===== config.mk =====
export PLATFORM = sky130hd
export DESIGN_NAME = noise_gen_ctrl
export DESIGN_NICKNAME = d
export VERILOG_FILES = /design/src/rtl/noise_ctrl_pkg.sv /design/src/rtl/noise_cdf_loader.sv /design/src/rtl/noise_gen_ctrl.sv
export SDC_FILE = /design/constraint.sdc
export NUM_CORES = 1
export LEC_CHECK = 0
export ABC_AREA = 0
export BUFFER_PORTS_ARGS = -buffer_cell sky130_fd_sc_hd__buf_2
export CORE_UTILIZATION = 49
export DETAILED_ROUTE_END_ITERATION = 8
export GPL_TIMING_DRIVEN = 1
export PLACE_DENSITY = 0.83
export SLEW_MARGIN = 15
export SYNTH_ARGS = -nofsm -noshare
export SYNTH_HDL_FRONTEND = slang
export SYNTH_HIERARCHICAL = 1
export SYNTH_SLANG_ARGS = --single-unit

===== constraint.sdc =====
create_clock -name clk -period 10.7 [get_ports clk]
set_input_delay 0.535 -clock clk [delete_from_list [all_inputs] [get_ports clk]]
set_output_delay 0.535 -clock clk [all_outputs]
set_load 0.05 [all_outputs]

===== src/rtl/noise_ctrl_pkg.sv =====
// Shared types and constants for the CDF noise generator sequencer.
// Holds the controller state encoding, sticky error codes and default sizes.
package noise_ctrl_pkg;

  localparam int DEPTH_DEF  = 128;
  localparam int DATA_W_DEF = 64;
  localparam int CNT_W_DEF  = 32;
  localparam int WDOG_W_DEF = 10;

  typedef enum logic [2:0] {
    ST_IDLE  = 3'd0,
    ST_LOAD  = 3'd1,
    ST_READY = 3'd2,
    ST_RUN   = 3'd3,
    ST_DONE  = 3'd4,
    ST_ERR   = 3'd5
  } state_e;

  localparam logic [1:0] ERR_NONE    = 2'd0;
  localparam logic [1:0] ERR_NONMONO = 2'd1;
  localparam logic [1:0] ERR_STALL   = 2'd2;
  localparam logic [1:0] ERR_ZEROLEN = 2'd3;

endpackage


===== src/rtl/noise_cdf_loader.sv =====
// Table-load datapath: indexes accepted CDF words, issues the registered RAM
// write one cycle after each handshake, and checks the table is non-decreasing.
module noise_cdf_loader
  import noise_ctrl_pkg::*;
#(
  parameter int DEPTH  = DEPTH_DEF,
  parameter int DATA_W = DATA_W_DEF,
  localparam int AW    = $clog2(DEPTH)
) (
  input  logic              clk,
  input  logic              rstn,
  input  logic              start_i,
  input  logic              accept_i,
  input  logic [DATA_W-1:0] cfg_data_i,
  output logic              tbl_we_o,
  output logic [AW-1:0]     tbl_addr_o,
  output logic [DATA_W-1:0] tbl_wdata_o,
  output logic              load_done_o,
  output logic              load_err_o
);

  localparam logic [AW-1:0] IDX_ONE  = {{(AW-1){1'b0}}, 1'b1};
  localparam logic [AW-1:0] IDX_LAST = AW'(DEPTH - 1);

  logic [AW-1:0]     idx_q;
  logic [DATA_W-1:0] prev_q;
  logic              bad_q;
  logic              bad_now_s;
  logic              tbl_we_q;
  logic [AW-1:0]     tbl_addr_q;
  logic [DATA_W-1:0] tbl_wdata_q;

  // Equal neighbours are legal (empty bin); only a strict decrease is an error.
  always_comb begin
    bad_now_s   = accept_i && (idx_q != {AW{1'b0}}) && (cfg_data_i < prev_q);
    load_done_o = accept_i && (idx_q == IDX_LAST);
    load_err_o  = bad_q | bad_now_s;
  end

  // Index, previous word, sticky monotonic flag and the registered write port.
  always_ff @(posedge clk or negedge rstn) begin
    if (!rstn) begin
      idx_q       <= {AW{1'b0}};
      prev_q      <= {DATA_W{1'b0}};
      bad_q       <= 1'b0;
      tbl_we_q    <= 1'b0;
      tbl_addr_q  <= {AW{1'b0}};
      tbl_wdata_q <= {DATA_W{1'b0}};
    end else begin
      tbl_we_q <= accept_i;
      if (start_i) begin
        idx_q <= {AW{1'b0}};
        bad_q <= 1'b0;
      end else if (accept_i) begin
        idx_q       <= idx_q + IDX_ONE;
        prev_q      <= cfg_data_i;
        bad_q       <= bad_q | bad_now_s;
        tbl_addr_q  <= idx_q;
        tbl_wdata_q <= cfg_data_i;
      end
    end
  end

  assign tbl_we_o    = tbl_we_q;
  assign tbl_addr_o  = tbl_addr_q;
  assign tbl_wdata_o = tbl_wdata_q;

endmodule


===== src/rtl/noise_gen_ctrl.sv =====
// Sequencer for the 128-bin CDF noise generator: table load, burst run with a
// stall watchdog, and sticky error reporting toward the host.
module noise_gen_ctrl
  import noise_ctrl_pkg::*;
#(
  parameter int DEPTH  = DEPTH_DEF,
  parameter int DATA_W = DATA_W_DEF,
  parameter int CNT_W  = CNT_W_DEF,
  parameter int WDOG_W = WDOG_W_DEF,
  localparam int AW    = $clog2(DEPTH)
) (
  input  logic              clk,
  input  logic              rstn,
  input  logic              load_start,
  input  logic              cfg_valid,
  output logic              cfg_ready,
  input  logic [DATA_W-1:0] cfg_data,
  input  logic              run_start,
  input  logic [CNT_W-1:0]  burst_len,
  input  logic              abort,
  output logic              tbl_we,
  output logic [AW-1:0]     tbl_addr,
  output logic [DATA_W-1:0] tbl_wdata,
  output logic              gen_en,
  input  logic              gen_valid,
  output logic              busy,
  output logic              table_ok,
  output logic              done,
  output logic [1:0]        err,
  output logic [CNT_W-1:0]  sample_cnt
);

  localparam logic [CNT_W-1:0]  CNT_ONE  = {{(CNT_W-1){1'b0}}, 1'b1};
  localparam logic [WDOG_W-1:0] WDOG_ONE = {{(WDOG_W-1){1'b0}}, 1'b1};

  state_e             state_q, state_d;
  logic               gen_en_q, gen_en_d;
  logic               table_ok_q, table_ok_d;
  logic               done_q, done_d;
  logic [1:0]         err_q, err_d;
  logic [CNT_W-1:0]   sample_cnt_q, sample_cnt_d;
  logic [CNT_W-1:0]   burst_q, burst_d;
  logic [WDOG_W-1:0]  wdog_q, wdog_d;
  logic [WDOG_W-1:0]  wdog_inc_s;
  logic               ld_start_s;
  logic               accept_s;
  logic               load_done_s;
  logic               load_err_s;

  // abort blocks the handshake in the same cycle so no word slips through.
  assign cfg_ready = (state_q == ST_LOAD) && !abort;
  assign accept_s  = cfg_valid && cfg_ready;
  assign busy      = (state_q == ST_LOAD) || (state_q == ST_RUN);

  noise_cdf_loader #(
    .DEPTH  (DEPTH),
    .DATA_W (DATA_W)
  ) u_loader (
    .clk         (clk),
    .rstn        (rstn),
    .start_i     (ld_start_s),
    .accept_i    (accept_s),
    .cfg_data_i  (cfg_data),
    .tbl_we_o    (tbl_we),
    .tbl_addr_o  (tbl_addr),
    .tbl_wdata_o (tbl_wdata),
    .load_done_o (load_done_s),
    .load_err_o  (load_err_s)
  );

  // Next-state and next-output decode; abort overrides every other event.
  always_comb begin
    state_d      = state_q;
    gen_en_d     = gen_en_q;
    table_ok_d   = table_ok_q;
    done_d       = 1'b0;
    err_d        = err_q;
    sample_cnt_d = sample_cnt_q;
    burst_d      = burst_q;
    wdog_d       = wdog_q;
    ld_start_s   = 1'b0;
    wdog_inc_s   = wdog_q + WDOG_ONE;

    if (abort) begin
      state_d    = ST_IDLE;
      gen_en_d   = 1'b0;
      table_ok_d = 1'b0;
    end else begin
      case (state_q)
        ST_IDLE, ST_ERR: begin
          if (load_start) begin
            state_d    = ST_LOAD;
            err_d      = ERR_NONE;
            table_ok_d = 1'b0;
            ld_start_s = 1'b1;
          end else begin
            state_d = state_q;
          end
        end
        ST_LOAD: begin
          if (load_err_s) begin
            err_d = ERR_NONMONO;
          end else begin
            err_d = err_q;
          end
          if (load_done_s) begin
            if (load_err_s) begin
              state_d    = ST_ERR;
              table_ok_d = 1'b0;
            end else begin
              state_d    = ST_READY;
              table_ok_d = 1'b1;
            end
          end else begin
            state_d = ST_LOAD;
          end
        end
        ST_READY, ST_DONE: begin
          if (load_start) begin
            state_d    = ST_LOAD;
            err_d      = ERR_NONE;
            table_ok_d = 1'b0;
            ld_start_s = 1'b1;
          end else if (run_start) begin
            if (burst_len == {CNT_W{1'b0}}) begin
              state_d    = ST_ERR;
              err_d      = ERR_ZEROLEN;
              table_ok_d = 1'b0;
            end else begin
              state_d      = ST_RUN;
              burst_d      = burst_len;
              sample_cnt_d = {CNT_W{1'b0}};
              wdog_d       = {WDOG_W{1'b0}};
              gen_en_d     = 1'b1;
            end
          end else begin
            state_d = state_q;
          end
        end
        ST_RUN: begin
          if (gen_valid) begin
            sample_cnt_d = sample_cnt_q + CNT_ONE;
            wdog_d       = {WDOG_W{1'b0}};
            if (sample_cnt_q == (burst_q - CNT_ONE)) begin
              state_d  = ST_DONE;
              gen_en_d = 1'b0;
              done_d   = 1'b1;
            end else begin
              state_d = ST_RUN;
            end
          end else begin
            wdog_d = wdog_inc_s;
            if (wdog_inc_s == {WDOG_W{1'b1}}) begin
              state_d    = ST_ERR;
              err_d      = ERR_STALL;
              gen_en_d   = 1'b0;
              table_ok_d = 1'b0;
            end else begin
              state_d = ST_RUN;
            end
          end
        end
        default: begin
          state_d    = ST_IDLE;
          gen_en_d   = 1'b0;
          table_ok_d = 1'b0;
        end
      endcase
    end
  end

  // State and registered-output flops.
  always_ff @(posedge clk or negedge rstn) begin
    if (!rstn) begin
      state_q      <= ST_IDLE;
      gen_en_q     <= 1'b0;
      table_ok_q   <= 1'b0;
      done_q       <= 1'b0;
      err_q        <= ERR_NONE;
      sample_cnt_q <= {CNT_W{1'b0}};
      burst_q      <= {CNT_W{1'b0}};
      wdog_q       <= {WDOG_W{1'b0}};
    end else begin
      state_q      <= state_d;
      gen_en_q     <= gen_en_d;
      table_ok_q   <= table_ok_d;
      done_q       <= done_d;
      err_q        <= err_d;
      sample_cnt_q <= sample_cnt_d;
      burst_q      <= burst_d;
      wdog_q       <= wdog_d;
    end
  end

  assign gen_en     = gen_en_q;
  assign table_ok   = table_ok_q;
  assign done       = done_q;
  assign err        = err_q;
  assign sample_cnt = sample_cnt_q;

endmodule

After elaboration in Yosys (flattened, before gate mapping)
Cells that the tools add are included.

storage, ports and cells
  register bits after elaboration = 162
  input bits = 103
  output and inout port bits = 111
  word-level logic and storage cells = 135

cells by class
  add/sub/neg operators = 4
  magnitude comparators = 1
  eq/ne operators = 30
  muxes and demuxes = 57
  bitwise operators = 5
  reduce and logical (&&, ||, !) cells = 25

operator list
  kind                     count
  $mux W32                 4
  $lt A64 B64 Y1           1
  $pmux W32 S2             1
  $mux W10                 4
  $add A32 B1 Y32 const B  1
  $eq A32 B32 Y1           1
  $logic_not A32 Y1        1
  $sub A32 B1 Y32 const B  1
  $mux W3                  10
  $mux W1                  24
  $ne A3 B3 Y1 const B     8
  $pmux W10 S2             1
  $reduce_and A6 Y1        3
  $mux W2                  7
  $mux W7                  2
  $ne A2 B2 Y1 const B     7
  $pmux W3 S4              1
  $add A10 B1 Y10 const B  1
  $eq A10 B10 Y1 const B   1
  $reduce_and A5 Y1        2
  $ne A4 B3 Y1 const B     2
  $ne A4 B4 Y1 const B     2
  $pmux W2 S4              1
  $reduce_and A8 Y1        1
  other kinds (22)         35

Logic depth before layout (Yosys ltp)
  word-level depth = 10
  mapped depth = 16

Modules after synthesis
The synthesis kept the hierarchy.

by module, submodules not included
  module            times used  cells each  area each (um^2)  seq. area each (um^2)
  noise_gen_ctrl    1           591         5,367.6           2,052.0
  noise_cdf_loader  1           488         4,516.8           2,001.9

Worst setup path before layout
No wires, ideal clock.

  path kind = reg-to-reg
  start = register state_q[0]
  end = register state_q[1]
  library setup time = 0.139 ns
  arrival = 4.143 ns
  required time = 10.561 ns
  setup slack = 6.418 ns
  stages on the path, launching flop included = 17
  clock period less this slack = 4.282 ns
  path through = dfrtp_1 -> clkbuf_1 -> nor2b_1 -> clkbuf_1 -> nand2_1 -> nor2_1 -> and2_1 -> buf_2 -> nand4b_1 -> a2111oi_4 -> o2111ai_1 -> o31ai_1 -> nand3b_1 -> nand2_1 -> a22oi_1 -> a21boi_0 -> a31oi_1

between the ends
  longest elaborated chain between the ends = 10
  elaborated cells between the ends (all ways) = 21
  classes of those cells = 7 x eq/ne; 4 x mux; 1 x bitwise; 9 x reduce/logical

RTL lines
  what                              RTL line                source
  start: declaration                noise_gen_ctrl.sv:36    state_e state_q, state_d;
  start signal: assignment          noise_gen_ctrl.sv:184   state_q <= state_d;
  $eq A3 B1 Y1                      noise_gen_ctrl.sv:51    assign cfg_ready = (state_q == ST_LOAD) && !abort;
  $logic_and A1 B1 Y1               noise_gen_ctrl.sv:51
  via cfg_ready                     noise_gen_ctrl.sv:16    output logic cfg_ready,
  $logic_and A1 B1 Y1               noise_gen_ctrl.sv:52    assign accept_s = cfg_valid && cfg_ready;
  via accept_s                      noise_gen_ctrl.sv:46    logic accept_s;
  $logic_and A1 B1 Y1 (2 in a row)  noise_cdf_loader.sv:35  bad_now_s = accept_i && (idx_q != {AW{1'b0}}) && (cfg_data_i < prev_q);
  $or A1 B1 Y1                      noise_cdf_loader.sv:37  load_err_o = bad_q | bad_now_s;
  via load_err_s                    noise_gen_ctrl.sv:48    logic load_err_s;
  $mux W3                           noise_gen_ctrl.sv:107   if (load_err_s) begin
  $mux W3                           noise_gen_ctrl.sv:106   if (load_done_s) begin
  $pmux W3 S4                       noise_gen_ctrl.sv:89    case (state_q)
  $mux W3                           noise_gen_ctrl.sv:84    if (abort) begin

The timed path passes the listed nets, and every way through them passes these cells.
A chain may end at the register's enable or synchronous reset.

Final worst setup path
  start = register state_q[0]
  end = register state_q[1]

between the ends
  longest elaborated chain between the ends = 10
  elaborated cells between the ends (all ways) = 21
  classes of those cells = 7 x eq/ne; 4 x mux; 1 x bitwise; 9 x reduce/logical

RTL lines
  what                              RTL line
  $eq A3 B1 Y1                      noise_gen_ctrl.sv:51
  $logic_and A1 B1 Y1               noise_gen_ctrl.sv:51
  $logic_and A1 B1 Y1               noise_gen_ctrl.sv:52
  via accept_s                      noise_gen_ctrl.sv:46
  $logic_and A1 B1 Y1 (2 in a row)  noise_cdf_loader.sv:35
  $or A1 B1 Y1                      noise_cdf_loader.sv:37
  via load_err_s                    noise_gen_ctrl.sv:48
  $mux W3                           noise_gen_ctrl.sv:107
  $mux W3                           noise_gen_ctrl.sv:106
  $pmux W3 S4                       noise_gen_ctrl.sv:89
  $mux W3                           noise_gen_ctrl.sv:84

The timed path passes the listed nets, and every way through them passes these cells.

==> metrics.md <==
| Metric | Value |
|---|---|
| Status | finished clean |
| Final period utilization | 36.8% |
| Power per Cell Area | 173 nW/µm² |
| Avg Vias per Cell | 5.69 |
| Number of routed nets with antenna violations | 0 |
| Cell count after synthesis | 1079 |
| Most instantiated flip-flop cell in the synthesis netlist | sky130_fd_sc_hd__dfrtp_1 |
| Commonest cells after routing, fill and taps aside | 212 x sky130_fd_sc_hd__buf_2, 162 x sky130_fd_sc_hd__dfrtp_1, 117 x sky130_fd_sc_hd__nand2_1 |
| Area of combinational cells with multiple inputs | 5370 µm² |
| Total cell area at the placement stage | 11200 µm² |
| Library cell occupying the most area in the post-synthesis netlist | sky130_fd_sc_hd__dfrtp_1 |
| Max-cap violations | 0 |
| Part of the total power dissipated in sequential elements | 37.4% |
| Sequential standard cell area | 4050 µm² |
| Synthesized area per cell | 9.16 µm² |
| Worst-path maximum fanout | 9 |
| Final non-filler cell area | 11800 µm² |
| Iter 0 DRT Violations | 593 |
| Classification of the worst-slack hold path | in -> async |
| Share of async-settable or async-resettable flops after synthesis | 100% |
| Core area | 19600 µm² |
| Tightest Pin Transition | 1.03 ns |
| Via count | 8847 |
| Area share of the leading cell type in the synthesized netlist | 41.0% |
| Drt first pass iters | 5 |
| Yosys warnings | 6 |
| Family with the most delay on the worst path | simple AND/OR/NAND/NOR gates |
| Final worst hold slack | 0.123 ns |
| Number of filler cells placed in the layout | 1627 |
| Aggregate negative setup slack | 0 ns |
| Number of I/O pins | 214 |
| Global-route usage over all layers | 26.1% |
| Register area share after synthesis | 41.0% |
| Antenna violations before repair | 1 |
| Final routed DRC violation total | 0 |
| Crit path time final | 3.94 ns |
| Initial standard-cell utilization of the core | 50.5% |
| Classification of the worst setup path | reg -> reg |
| Port Buf Inserts | 213 |
| Number of H-tree branching levels | 4 |
| Met3 Routed Length | 2040 µm |
| Critical Path Slowest Stage Cell | sky130_fd_sc_hd__nor2b_1 |
| Met1 wire length | 10900 µm |
| Required arrival time at the worst endpoint | 10.98 ns |
| Most area-consuming cells after synthesis | sky130_fd_sc_hd__dfrtp_1 41%, sky130_fd_sc_hd__ha_1 8.7%, sky130_fd_sc_hd__o21ai_0 5.1% |
| Synth Cell Area | 9880 µm² |
| Total met2 wirelength after detailed routing | 12600 µm |
| Setup repair after global routing missed its margin | false |
| Layout-stage area growth over the synthesis result | 19.3% |
| Width of the chip | 144 µm |
| Count of instances resized after the clock tree is built | 0 |
| Startpoint kind of the worst setup timing path | register |
| Cell-internal power | 1.25 mW |
| Layout net count | 1447 |
| CTS tree | yes |
| Layout Skew | 0.0116 ns |
| Number of CTS-inserted buffers | 17 |
| Crit Reg-Reg Endpoint | state_q[1]$_DFFE_PN0P_ |
| Switching pwr | 791 µW |
| Non-filler cells, final | 1554 |
| Cell seen most often among critical-path stages | sky130_fd_sc_hd__nand2_1 |
| Clk sinks | 162 |
| Worst stage delay on the critical path | 0.52 ns |
| Cell chain of the critical path | nor2b_1, nand2_1, nor2_1, and2_1, nand4b_1, a2111oi_4, o2111ai_1, o31ai_1, nand3b_1, nand2_1, a22oi_1, a21boi_0, a31oi_1 |
| PnR Total Power | 2.04 mW |
| Routed length per placed instance | 16.8 µm |
| Clk buf depth | 2 |
| Clock Tree Root | sky130_fd_sc_hd__clkbuf_16 |
| Source of the worst register-to-register timing path | state_q[0]$_DFFE_PN0P_ |
| Weighted congestion reported at the end of routability-driven placement | 1.03 |
| Highest Signal Layer | met4 |
| Number of placed instances, taps included | 1521 |
| Wire length of the first global-routing pass | 42300 µm |
| Vias in the first global route | 8514 |
| Peak supply drop | 121 µV |
| Number of max-slew violations in the final report | 0 |
| Reg2reg setup slack | 6.76 ns |
| Arrival time at the worst endpoint | 4.22 ns |
| Number of setup violations in the final report | 0 |
| Vertical extent of the die | 144 µm |
| Area of the die | 20700 µm² |
| Max Clock Freq | 0.254 GHz |
| HPWL after DPL | 19500 µm |
| Reg clk slew, reported paths | 0.07 ns |
| Max transition margin | 30.4% |
| Hold Violations, Final | 0 |
| Combinational Power Share | 32.7% |
| Post-CTS Setup Repair Bufs | 0 |
| Maximum number of pins on one net before global-route repair | 135 |
| Leak Pwr | 5.68 nW |
| Leading cell type in the layout, fill and taps excluded | sky130_fd_sc_hd__buf_2 |
| Overall overflow remaining after global route | 0 |
| Critical path endpoint category | register |
| Core Rows | 51 |
| Share of total power in the clock network | 29.9% |
| Count of flip-flops with a built-in enable after synthesis | 0 |
| Post-synthesis sequential element count | 162 |
| Number of nets in the synthesized netlist | 1251 |
| Post-CTS Hold Fix Bufs | 0 |
| Worst Reg-to-Reg Cells | 13 |
| Net switching share of the total power | 38.8% |
| Clk_lat worst skew | 0.42 ns |
| Buffers plus inverters on the worst setup path | 0 |
| Post-detailed-routing wire length | 26100 µm |
| Fraction of final layout cells sized beyond drive strength 1 | 23.9% |
| Number of distinct library cell variants in the gate-level netlist after synthesis | 74 |
-- cells in the mapped netlist (all sizes together) (5+ instances only) --
cell type and instances:
dfrtp 162, nand2 117, o21ai 103, inv 84, nor2 73, ha 69
xor2 41, nand3 40, mux2 37, clkbuf 34, a21oi 32, xnor2 32
nand4 29, nor3 27, nor4 20, and3 13, or3 13, a21o 9
buf 9, nor2b 9, or4 9, a2111oi 8, and2 8, a31oi 7
a211oi 5, and4 5, mux2i 5, nand4b 5, nor4b 5, o31ai 5
-- cells by family after synthesis --
family / count (synthesis) / synth area share [%]
AOI/OAI and AO/OA: 212 / 13.6
xor gates and xnor gates: 74 / 6.70
adders and majority gates: 69 / 8.73
buffers and inverters: 127 / 5.01
DFF: 162 / 41.0
muxes: 42 / 4.72
and+or+nand+nor: 393 / 20.2
-- power groups by stage --
stage          Combinational, mW  Clock, mW  Sequential, mW
2_1_floorplan              0.260          0           0.978
3_3_place_gp               0.643          0           0.765
3_5_place_dp               0.661          0           0.769
4_1_cts                    0.666      0.622           0.761
5_1_grt                    0.723      0.647           0.773
6_report                   0.668      0.611           0.763
-- metrics by stage --
stage                     setup slack, ns  utilization, %
after floorplan                      6.42               -
after global placement               7.14            57.1
after detailed placement             6.85            57.1
after CTS                            6.82            60.1
after global routing                 6.48            60.2
final                                6.76            60.2
-- how the worst max path moves through the flow --
stage | start | endpoint | depth (start not counted)
CTS | state_q[0]$_DFFE_PN0P_ | state_q[1]$_DFFE_PN0P_ | 13
finish | state_q[0]$_DFFE_PN0P_ | state_q[1]$_DFFE_PN0P_ | 13
global placement | burst_q[7]$_DFFE_PN0P_ | state_q[1]$_DFFE_PN0P_ | 7
detailed placement | state_q[0]$_DFFE_PN0P_ | state_q[1]$_DFFE_PN0P_ | 13
floorplan | state_q[0]$_DFFE_PN0P_ | state_q[1]$_DFFE_PN0P_ | 16
global route | state_q[2]$_DFFE_PN0P_ | state_q[1]$_DFFE_PN0P_ | 13
-- cell type report --
class / count / area share, %
Clock buffer: 20 / 3.87
Sequential cell: 162 / 34.4
Antenna cell: 2 / 0.0424
Inverter: 84 / 2.67
Tap cell: 265 / 2.81
Multi-Input combinational cell: 790 / 45.5
Timing Repair Buffer: 220 / 9.57
Clock inverter: 11 / 1.11
-- per-layer routing --
metal | vias up | global-route usage (%)
met2 | 344 | 43.5
met4 | 0 | 9.35
met3 | 54 | 6.79
met1 | 4214 | 32.7
met5 | - | 0
li1 | 4235 | -
-- sequential cells by signal (all words and copies together) (netlist names), 2 cells and up --
name                 cells
u_loader/idx_q           7
burst_q                 32
state_q                  3
u_loader/prev_q         64
u_loader/tbl_addr_o      7
wdog_q                  10
sample_cnt              32
err                      2
No activity file was read; power rests on OpenSTA's default activity.
